<file path="src/rtl/alu_arbiter_if.sv">
// Request, ALU and response signals between the ALU arbiter (slave) and its
// requesters, ALU and response consumer (master).
interface alu_arbiter_if #(
   parameter int unsigned TAG_W = 4
);
   logic             req0_valid;
   logic             req0_ready;
   logic [31:0]      req0_lhs;
   logic [31:0]      req0_rhs;
   logic [4:0]       req0_uop;
   logic             req0_set_flags;
   logic [TAG_W-1:0] req0_tag;

   logic             req1_valid;
   logic             req1_ready;
   logic [31:0]      req1_lhs;
   logic [31:0]      req1_rhs;
   logic [4:0]       req1_uop;
   logic             req1_set_flags;
   logic [TAG_W-1:0] req1_tag;

   logic [31:0]      alu_lhs;
   logic [31:0]      alu_rhs;
   logic [4:0]       alu_uop;
   logic [31:0]      alu_result;
   logic [3:0]       alu_flags;

   logic             rsp_valid;
   logic             rsp_ready;
   logic             rsp_id;
   logic [31:0]      rsp_result;
   logic [3:0]       rsp_flags;
   logic [TAG_W-1:0] rsp_tag;
   logic [3:0]       flags_q;

   modport slave (
      input  req0_valid, req0_lhs, req0_rhs, req0_uop, req0_set_flags, req0_tag,
      output req0_ready,
      input  req1_valid, req1_lhs, req1_rhs, req1_uop, req1_set_flags, req1_tag,
      output req1_ready,
      output alu_lhs, alu_rhs, alu_uop,
      input  alu_result, alu_flags,
      output rsp_valid, rsp_id, rsp_result, rsp_flags, rsp_tag, flags_q,
      input  rsp_ready
   );

   modport master (
      output req0_valid, req0_lhs, req0_rhs, req0_uop, req0_set_flags, req0_tag,
      input  req0_ready,
      output req1_valid, req1_lhs, req1_rhs, req1_uop, req1_set_flags, req1_tag,
      input  req1_ready,
      input  alu_lhs, alu_rhs, alu_uop,
      output alu_result, alu_flags,
      input  rsp_valid, rsp_id, rsp_result, rsp_flags, rsp_tag, flags_q,
      output rsp_ready
   );
endinterface

</file>
<file path="src/rtl/alu_arbiter.sv">
// Shares one combinational ALU between the execute stage (req0) and the
// load/store unit (req1); buffers one response and owns the NZCV register.
module alu_arbiter #(
   parameter int unsigned TAG_W     = 4,
   parameter int unsigned ARB_MODE  = 0,
   parameter int unsigned MAX_WAIT  = 8,
   parameter logic [3:0]  FLAGS_RST = 4'b0000
) (
   input logic          clk,
   input logic          rst,
   alu_arbiter_if.slave bus
);
   localparam int unsigned WAIT_W = (MAX_WAIT < 1) ? 1 : $clog2(MAX_WAIT + 1);
   localparam logic [WAIT_W-1:0] WAIT_MAX = WAIT_W'(MAX_WAIT);

   localparam logic [4:0] UOP_NOP = 5'd0;
   localparam logic [4:0] UOP_ADD = 5'd1;
   localparam logic [4:0] UOP_SUB = 5'd2;
   localparam logic [4:0] UOP_AND = 5'd3;
   localparam logic [4:0] UOP_EOR = 5'd4;
   localparam logic [4:0] UOP_CMP = 5'd5;
   localparam logic [4:0] UOP_LSL = 5'd6;
   localparam logic [4:0] UOP_LSR = 5'd7;
   localparam logic [4:0] UOP_MOV = 5'd8;

   // LDR/STR and undefined encodings fall to default: they never touch NZCV.
   function automatic logic uop_sets_flags(input logic [4:0] uop);
      logic sets;
      case (uop)
         UOP_ADD, UOP_SUB, UOP_AND, UOP_EOR,
         UOP_CMP, UOP_LSL, UOP_LSR, UOP_MOV: sets = 1'b1;
         default:                            sets = 1'b0;
      endcase
      return sets;
   endfunction

   logic              can_issue_s;
   logic              grant0_s;
   logic              grant1_s;
   logic              set_flags_s;
   logic [TAG_W-1:0]  tag_s;

   logic              rsp_valid_q, rsp_valid_d;
   logic              rsp_id_q, rsp_id_d;
   logic [31:0]       rsp_result_q, rsp_result_d;
   logic [3:0]        rsp_flags_q, rsp_flags_d;
   logic [TAG_W-1:0]  rsp_tag_q, rsp_tag_d;
   logic [3:0]        arch_flags_q, arch_flags_d;
   logic              rr_q, rr_d;
   logic [WAIT_W-1:0] wait_q, wait_d;

   assign can_issue_s = !rst && (!rsp_valid_q || bus.rsp_ready);

   // Arbitration: rr_q names the requester that wins a tie in round-robin mode.
   always_comb begin
      grant0_s = 1'b0;
      grant1_s = 1'b0;
      if (can_issue_s) begin
         if (ARB_MODE == 32'd1) begin
            if (bus.req1_valid && ((wait_q == WAIT_MAX) || !bus.req0_valid)) begin
               grant1_s = 1'b1;
            end else begin
               grant0_s = bus.req0_valid;
            end
         end else begin
            if (bus.req0_valid && bus.req1_valid) begin
               grant0_s = !rr_q;
               grant1_s = rr_q;
            end else begin
               grant0_s = bus.req0_valid;
               grant1_s = bus.req1_valid;
            end
         end
      end else begin
         grant0_s = 1'b0;
         grant1_s = 1'b0;
      end
   end

   assign bus.req0_ready = grant0_s;
   assign bus.req1_ready = grant1_s;

   // ALU operand mux; idle cycles present a NOP with zero operands.
   always_comb begin
      bus.alu_lhs = 32'd0;
      bus.alu_rhs = 32'd0;
      bus.alu_uop = UOP_NOP;
      set_flags_s = 1'b0;
      tag_s       = '0;
      if (grant0_s) begin
         bus.alu_lhs = bus.req0_lhs;
         bus.alu_rhs = bus.req0_rhs;
         bus.alu_uop = bus.req0_uop;
         set_flags_s = bus.req0_set_flags;
         tag_s       = bus.req0_tag;
      end else if (grant1_s) begin
         bus.alu_lhs = bus.req1_lhs;
         bus.alu_rhs = bus.req1_rhs;
         bus.alu_uop = bus.req1_uop;
         set_flags_s = bus.req1_set_flags;
         tag_s       = bus.req1_tag;
      end else begin
         set_flags_s = 1'b0;
      end
   end

   // Next state of the response buffer, NZCV, rr pointer and req1 wait counter.
   always_comb begin
      rsp_valid_d  = rsp_valid_q;
      rsp_id_d     = rsp_id_q;
      rsp_result_d = rsp_result_q;
      rsp_flags_d  = rsp_flags_q;
      rsp_tag_d    = rsp_tag_q;
      arch_flags_d = arch_flags_q;
      rr_d         = rr_q;
      wait_d       = wait_q;

      if (grant0_s || grant1_s) begin
         rsp_valid_d  = 1'b1;
         rsp_id_d     = grant1_s;
         rsp_result_d = bus.alu_result;
         rsp_flags_d  = bus.alu_flags;
         rsp_tag_d    = tag_s;
         rr_d         = grant0_s;
         if (set_flags_s && uop_sets_flags(bus.alu_uop)) begin
            arch_flags_d = bus.alu_flags;
         end else begin
            arch_flags_d = arch_flags_q;
         end
      end else if (bus.rsp_ready) begin
         rsp_valid_d = 1'b0;
      end else begin
         rsp_valid_d = rsp_valid_q;
      end

      if (!bus.req1_valid || grant1_s) begin
         wait_d = '0;
      end else if (wait_q != WAIT_MAX) begin
         wait_d = wait_q + WAIT_W'(1);
      end else begin
         wait_d = wait_q;
      end
   end

   // State registers; reset drops any buffered response immediately.
   always_ff @(posedge clk or posedge rst) begin
      if (rst) begin
         rsp_valid_q  <= 1'b0;
         rsp_id_q     <= 1'b0;
         rsp_result_q <= 32'd0;
         rsp_flags_q  <= 4'd0;
         rsp_tag_q    <= '0;
         arch_flags_q <= FLAGS_RST;
         rr_q         <= 1'b0;
         wait_q       <= '0;
      end else begin
         rsp_valid_q  <= rsp_valid_d;
         rsp_id_q     <= rsp_id_d;
         rsp_result_q <= rsp_result_d;
         rsp_flags_q  <= rsp_flags_d;
         rsp_tag_q    <= rsp_tag_d;
         arch_flags_q <= arch_flags_d;
         rr_q         <= rr_d;
         wait_q       <= wait_d;
      end
   end

   assign bus.rsp_valid  = rsp_valid_q;
   assign bus.rsp_id     = rsp_id_q;
   assign bus.rsp_result = rsp_result_q;
   assign bus.rsp_flags  = rsp_flags_q;
   assign bus.rsp_tag    = rsp_tag_q;
   assign bus.flags_q    = arch_flags_q;
endmodule

</file>
<file path="src/flat_wrapper.sv">
// flat-port wrapper written by rule: the top's interface ports become plain ports
module alu_arbiter_flat 
#(
   parameter int unsigned TAG_W     = 4,
   parameter int unsigned ARB_MODE  = 0,
   parameter int unsigned MAX_WAIT  = 8,
   parameter logic [3:0]  FLAGS_RST = 4'b0000
)
  (clk, rst, bus_req0_valid, bus_req0_lhs, bus_req0_rhs, bus_req0_uop, bus_req0_set_flags, bus_req0_tag, bus_req0_ready, bus_req1_valid, bus_req1_lhs, bus_req1_rhs, bus_req1_uop, bus_req1_set_flags, bus_req1_tag, bus_req1_ready, bus_alu_lhs, bus_alu_rhs, bus_alu_uop, bus_alu_result, bus_alu_flags, bus_rsp_valid, bus_rsp_id, bus_rsp_result, bus_rsp_flags, bus_rsp_tag, bus_flags_q, bus_rsp_ready);
  alu_arbiter_if #(.TAG_W(TAG_W)) bus_i ();
  input logic clk;
  input logic rst;
  input wire logic [$bits(bus_i.req0_valid)-1:0] bus_req0_valid;
  input wire logic [$bits(bus_i.req0_lhs)-1:0] bus_req0_lhs;
  input wire logic [$bits(bus_i.req0_rhs)-1:0] bus_req0_rhs;
  input wire logic [$bits(bus_i.req0_uop)-1:0] bus_req0_uop;
  input wire logic [$bits(bus_i.req0_set_flags)-1:0] bus_req0_set_flags;
  input wire logic [$bits(bus_i.req0_tag)-1:0] bus_req0_tag;
  output wire logic [$bits(bus_i.req0_ready)-1:0] bus_req0_ready;
  input wire logic [$bits(bus_i.req1_valid)-1:0] bus_req1_valid;
  input wire logic [$bits(bus_i.req1_lhs)-1:0] bus_req1_lhs;
  input wire logic [$bits(bus_i.req1_rhs)-1:0] bus_req1_rhs;
  input wire logic [$bits(bus_i.req1_uop)-1:0] bus_req1_uop;
  input wire logic [$bits(bus_i.req1_set_flags)-1:0] bus_req1_set_flags;
  input wire logic [$bits(bus_i.req1_tag)-1:0] bus_req1_tag;
  output wire logic [$bits(bus_i.req1_ready)-1:0] bus_req1_ready;
  output wire logic [$bits(bus_i.alu_lhs)-1:0] bus_alu_lhs;
  output wire logic [$bits(bus_i.alu_rhs)-1:0] bus_alu_rhs;
  output wire logic [$bits(bus_i.alu_uop)-1:0] bus_alu_uop;
  input wire logic [$bits(bus_i.alu_result)-1:0] bus_alu_result;
  input wire logic [$bits(bus_i.alu_flags)-1:0] bus_alu_flags;
  output wire logic [$bits(bus_i.rsp_valid)-1:0] bus_rsp_valid;
  output wire logic [$bits(bus_i.rsp_id)-1:0] bus_rsp_id;
  output wire logic [$bits(bus_i.rsp_result)-1:0] bus_rsp_result;
  output wire logic [$bits(bus_i.rsp_flags)-1:0] bus_rsp_flags;
  output wire logic [$bits(bus_i.rsp_tag)-1:0] bus_rsp_tag;
  output wire logic [$bits(bus_i.flags_q)-1:0] bus_flags_q;
  input wire logic [$bits(bus_i.rsp_ready)-1:0] bus_rsp_ready;
  assign bus_i.req0_valid = bus_req0_valid;
  assign bus_i.req0_lhs = bus_req0_lhs;
  assign bus_i.req0_rhs = bus_req0_rhs;
  assign bus_i.req0_uop = bus_req0_uop;
  assign bus_i.req0_set_flags = bus_req0_set_flags;
  assign bus_i.req0_tag = bus_req0_tag;
  assign bus_req0_ready = bus_i.req0_ready;
  assign bus_i.req1_valid = bus_req1_valid;
  assign bus_i.req1_lhs = bus_req1_lhs;
  assign bus_i.req1_rhs = bus_req1_rhs;
  assign bus_i.req1_uop = bus_req1_uop;
  assign bus_i.req1_set_flags = bus_req1_set_flags;
  assign bus_i.req1_tag = bus_req1_tag;
  assign bus_req1_ready = bus_i.req1_ready;
  assign bus_alu_lhs = bus_i.alu_lhs;
  assign bus_alu_rhs = bus_i.alu_rhs;
  assign bus_alu_uop = bus_i.alu_uop;
  assign bus_i.alu_result = bus_alu_result;
  assign bus_i.alu_flags = bus_alu_flags;
  assign bus_rsp_valid = bus_i.rsp_valid;
  assign bus_rsp_id = bus_i.rsp_id;
  assign bus_rsp_result = bus_i.rsp_result;
  assign bus_rsp_flags = bus_i.rsp_flags;
  assign bus_rsp_tag = bus_i.rsp_tag;
  assign bus_flags_q = bus_i.flags_q;
  assign bus_i.rsp_ready = bus_rsp_ready;
  alu_arbiter #(.TAG_W(TAG_W), .ARB_MODE(ARB_MODE), .MAX_WAIT(MAX_WAIT), .FLAGS_RST(FLAGS_RST)) u_core (.clk(clk), .rst(rst), .bus(bus_i));
endmodule
</file>
<file path="config.mk">
export PLATFORM = sky130hd
export DESIGN_NAME = alu_arbiter_flat
export DESIGN_NICKNAME = d
export VERILOG_FILES = /design/src/rtl/alu_arbiter_if.sv /design/src/rtl/alu_arbiter.sv /design/src/flat_wrapper.sv
export SDC_FILE = /design/constraint.sdc
export NUM_CORES = 1
export LEC_CHECK = 0
export CORE_AREA = 3 3 119 121
export DETAILED_ROUTE_END_ITERATION = 6
export DIE_AREA = 0 0 122 124
export GPL_TIMING_DRIVEN = 1
export PLACE_DENSITY_LB_ADDON = 0.15
export SLEW_MARGIN = 20
export SYNTH_ARGS = -nofsm -noshare
export SYNTH_HDL_FRONTEND = slang
export SYNTH_SLANG_ARGS = --single-unit
</file>
<file path="constraint.sdc">
create_clock -name clk -period 2.1 [get_ports clk]
set_input_delay 0.21 -clock clk [delete_from_list [all_inputs] [get_ports clk]]
set_output_delay 0.21 -clock clk [all_outputs]
set_load 0.01 [all_outputs]
</file>
==> out/metrics.yaml <==
status:
  status: "completed"
floorplanning:
  dieArea_sq_mm: 0.0151
  die_w_um: 122
  ios: 306
  dieHeight_um: 124
  initial_core_util_pct: 19.8
  rows: 42
  core_sq_mm: 0.0132
setup_path:
  critPathCaptureType: "output port"
  critical-path-max-stage-delay_ns: 0.49
  worst_path_max_delay_cell: "clkdlybuf4s50_1"
  crit_fanout: 27
  cp-start-kind: "primary input"
  crit_required_ns: 1.89
  crit_type: "primary input to output port"
  crit_chain: "clkdlybuf4s50_1 -> inv_1 -> o2111a_2 -> buf_4 -> buf_12 -> a22o_1 -> dlygate4sd2_1"
  critPathArrivalTime_ns: 1.85
sta:
  worst_slew_pin_slew_ns: 0.426
  max_slew_margin_pct: 71.6
  skew_ns: 0.00598
  rsz0062_at_grt: "false"
  setup_ws_ns: 0.0450
  slew_viol_final: 0
  finalHoldViolations: 0
  setup_viol_count_final: 0
  fmax_mhz: 487
  period_share_pct: 97.9
  min_period_ns: 2.06
place:
  finalWeightedCongestion: 0.744
  place.port_buffers: 305
  hpwl_um: 11000
  pre_cts_slack_ns: -0.206
  place_inst: 696
run:
  cap_violations: 0
routing:
  wl_per_cell_um: 18.9
  vias: 3102
  ant_nets: 0
  wirelength_um: 13400
  drt-met1-wl_um: 4650
  wl_met2_um: 7090
  drtIter0Drc: 136
  top_layer: "met4"
  dr_wl_met3_um: 1490
  drc: 0
  vias_per_cell: 4.38
  firstDrtPassIters: 4
power_and_ir_drop:
  cellLeakagePower_nw: 2.74
  vdd_drop_max_mv: 0.464
  power.density_mw_per_mm2: 687
clocking:
  cts.path.max_buffers: 2
  cts_root_buf: "clkbuf_16"
  cts_tree: "built"
  cts_sinks: 47
  ctsHtreeMaxLevel: 2
  clk_latency_ns: 0.29
  cts_made_buffers: 5
  hold_buffers: 0
  path_clk_slew_ns: 0.06
synthesis:
  synth-simple-area-share_pct: 3.25
  syn_area_sq_mm: 0.00262
  muxShareOfSynthArea_pct: 18.8
  synth_top_family_by_area: "compound AO/OA/AOI/OAI gates"
  synth_xor_area_share_pct: 0
  synthAdderAreaFrac_pct: 0
  synthCells: 212
  avgSynthCellArea_sq_um: 12.3
  synth_compound_area_share_pct: 28.0
  syn_nets: 401
  ys_seq_area_share_pct: 45.0
  yosys_warnings: 0
  ys_types: 30
  ys_seq_elements: 47
min_path:
  hold_class: "primary input to async pin"
global_route:
  grt_pass1_wl_um: 18800
  grt_max_degree: 34
  grt.total_usage_pct: 16.2
  grt_pass1_vias: 3229
  antenna_found_initial: 0
  gr-total-overflow: 0
final_layout:
  fin_nets: 720
  n_antenna_cell: 0
  layout.cells.non_filler: 708
  synthToLayoutAreaGrowth_pct: 137
  post-route-util_pct: 47.1
  drive_above_1_share_pct: 15.8
==> what timing repair did <==
item | CTS | global route
cloned | 2 | 0
gates resized for setup | 98 | 11
setup buffers | 1 | 1
endpoints found under the setup margin | 70 | 6
pin swaps | 1 | 1
==> final timing paths <==
check                      cells past startpoint                     startpoint  slack (ns)                               endpoint
min in group clk                               1  u_core.bus.rsp_id$_DFFE_PP0P_        0.48          u_core.bus.rsp_id$_DFFE_PP0P_
max reg2reg                                    7        u_core.rr_q$_DFFE_PP0P_        0.19      u_core.bus.flags_q[1]$_DFFE_PP0P_
min                                            3                            rst        0.28       u_core.bus.rsp_valid$_DFFE_PP0P_
max in group asynchronous                      3                            rst        1.38  u_core.bus.rsp_result[15]$_DFFE_PP0P_
min reg2reg                                    1  u_core.bus.rsp_id$_DFFE_PP0P_        0.48          u_core.bus.rsp_id$_DFFE_PP0P_
max                                            7                 bus_req0_valid        0.04                        bus_alu_lhs[22]
==> synth_stat cells <==
| cell type | number | area share [%] |
|---|---|---|
| a22o_1 | 69 | 23 |
| dfrtp_1 | 47 | 45 |
| mux2_2 | 29 | 12 |
| mux2_1 | 11 | 4.7 |
| buf_2 | 8 | 1.5 |
| clkbuf_1 | 7 | 1.0 |
| nand2_1 | 7 | 1.0 |
| o21ai_0 | 5 | 0.96 |
| mux2i_1 | 4 | 1.5 |
| buf_6 | 3 | 1.3 |
| inv_1 | 3 | 0.43 |
| a21boi_2 | 1 | 0.43 |
| a21o_1 | 1 | 0.29 |
| a221oi_4 | 1 | 1.0 |
| buf_1 | 1 | 0.14 |
| buf_4 | 1 | 0.29 |
| clkinv_2 | 1 | 0.19 |
| inv_2 | 1 | 0.14 |
| nand2b_2 | 1 | 0.33 |
| nand3_1 | 1 | 0.19 |
| nand4_1 | 1 | 0.24 |
| nand4b_1 | 1 | 0.33 |
| nor2_4 | 1 | 0.43 |
| o2111a_1 | 1 | 0.43 |
| o2111ai_2 | 1 | 0.57 |
| o211ai_2 | 1 | 0.48 |
| o311a_1 | 1 | 0.38 |
| o31a_1 | 1 | 0.33 |
| or3_4 | 1 | 0.43 |
| or4_1 | 1 | 0.29 |
==> power breakdown <==
group	internal, W	switching (W)
Sequential	0.00120	0.000153
Combinational	0.00135	0.000769
Clock	0.000446	0.000347
==> cells by family after synthesis <==
| family | after synthesis |
|---|---|
| flops | 47 |
| mux | 44 |
| compound gates | 82 |
| simple gates | 14 |
| buf+inv | 25 |
==> worst max-delay path: cells and delay by family <==
family / cells / cell delay (ns)
AO/OA/AOI/OAI: 2 / 0.49
buffers and inverters: 5 / 1.14
==> state kept, by name, indices dropped and copies added (netlist names) <==
signal / cells
u_core.bus.flags_q: 4
u_core.bus.rsp_flags: 4
u_core.bus.rsp_id: 1
u_core.bus.rsp_result: 32
u_core.bus.rsp_tag: 4
u_core.bus.rsp_valid: 1
u_core.rr_q: 1
==> stage by stage <==
step                total power [W]  area, sq um  setup TNS (ns)  hold WS, ns
detailed placement          0.00356         6070          -17.55        0.469
finish                      0.00426         6210               0        0.277
CTS                         0.00434         6190         -0.0576        0.272
global route                0.00453         6210               0        0.299
global placement            0.00354         6070          -14.69        0.466
floorplan                   0.00212         2620               0        0.123
==> layer usage <==
metal | global-route usage, % | vias up
li1 | - | 1471
met1 | 18.0 | 1462
met2 | 29.5 | 157
met3 | 5.95 | 12
met4 | 3.64 | 0
met5 | 0 | -
==> placed cells by master (no fill, tap or decap), types with 2 or more instances in the layout <==
cell and instances:
buf_4 16, a22o_1 68, inv_1 3, buf_12 9, dlygate4sd2_1 52, nand2_1 7, clkbuf_16 5, clkdlybuf4s15_1 8
o21ai_0 5, buf_2 9, mux2_2 29, mux2i_1 4, dfrtp_1 47, clkdlybuf4s50_1 235, mux2_1 11, bufbuf_16 2
==> cell type report <==
| cell class | count | area [sq um] |
|---|---|---|
| Tap cell | 176 | 220 |
| Sequential cell | 47 | 1180 |
| Clock buffer | 6 | 129 |
| Inverter | 5 | 26.3 |
| Multi-Input combinational cell | 140 | 1330 |
| Timing Repair Buffer | 332 | 3310 |
| Clock inverter | 2 | 16.3 |
| Fill cell | 1240 | 6980 |
Note: power is estimated with default switching activity, not from simulation.
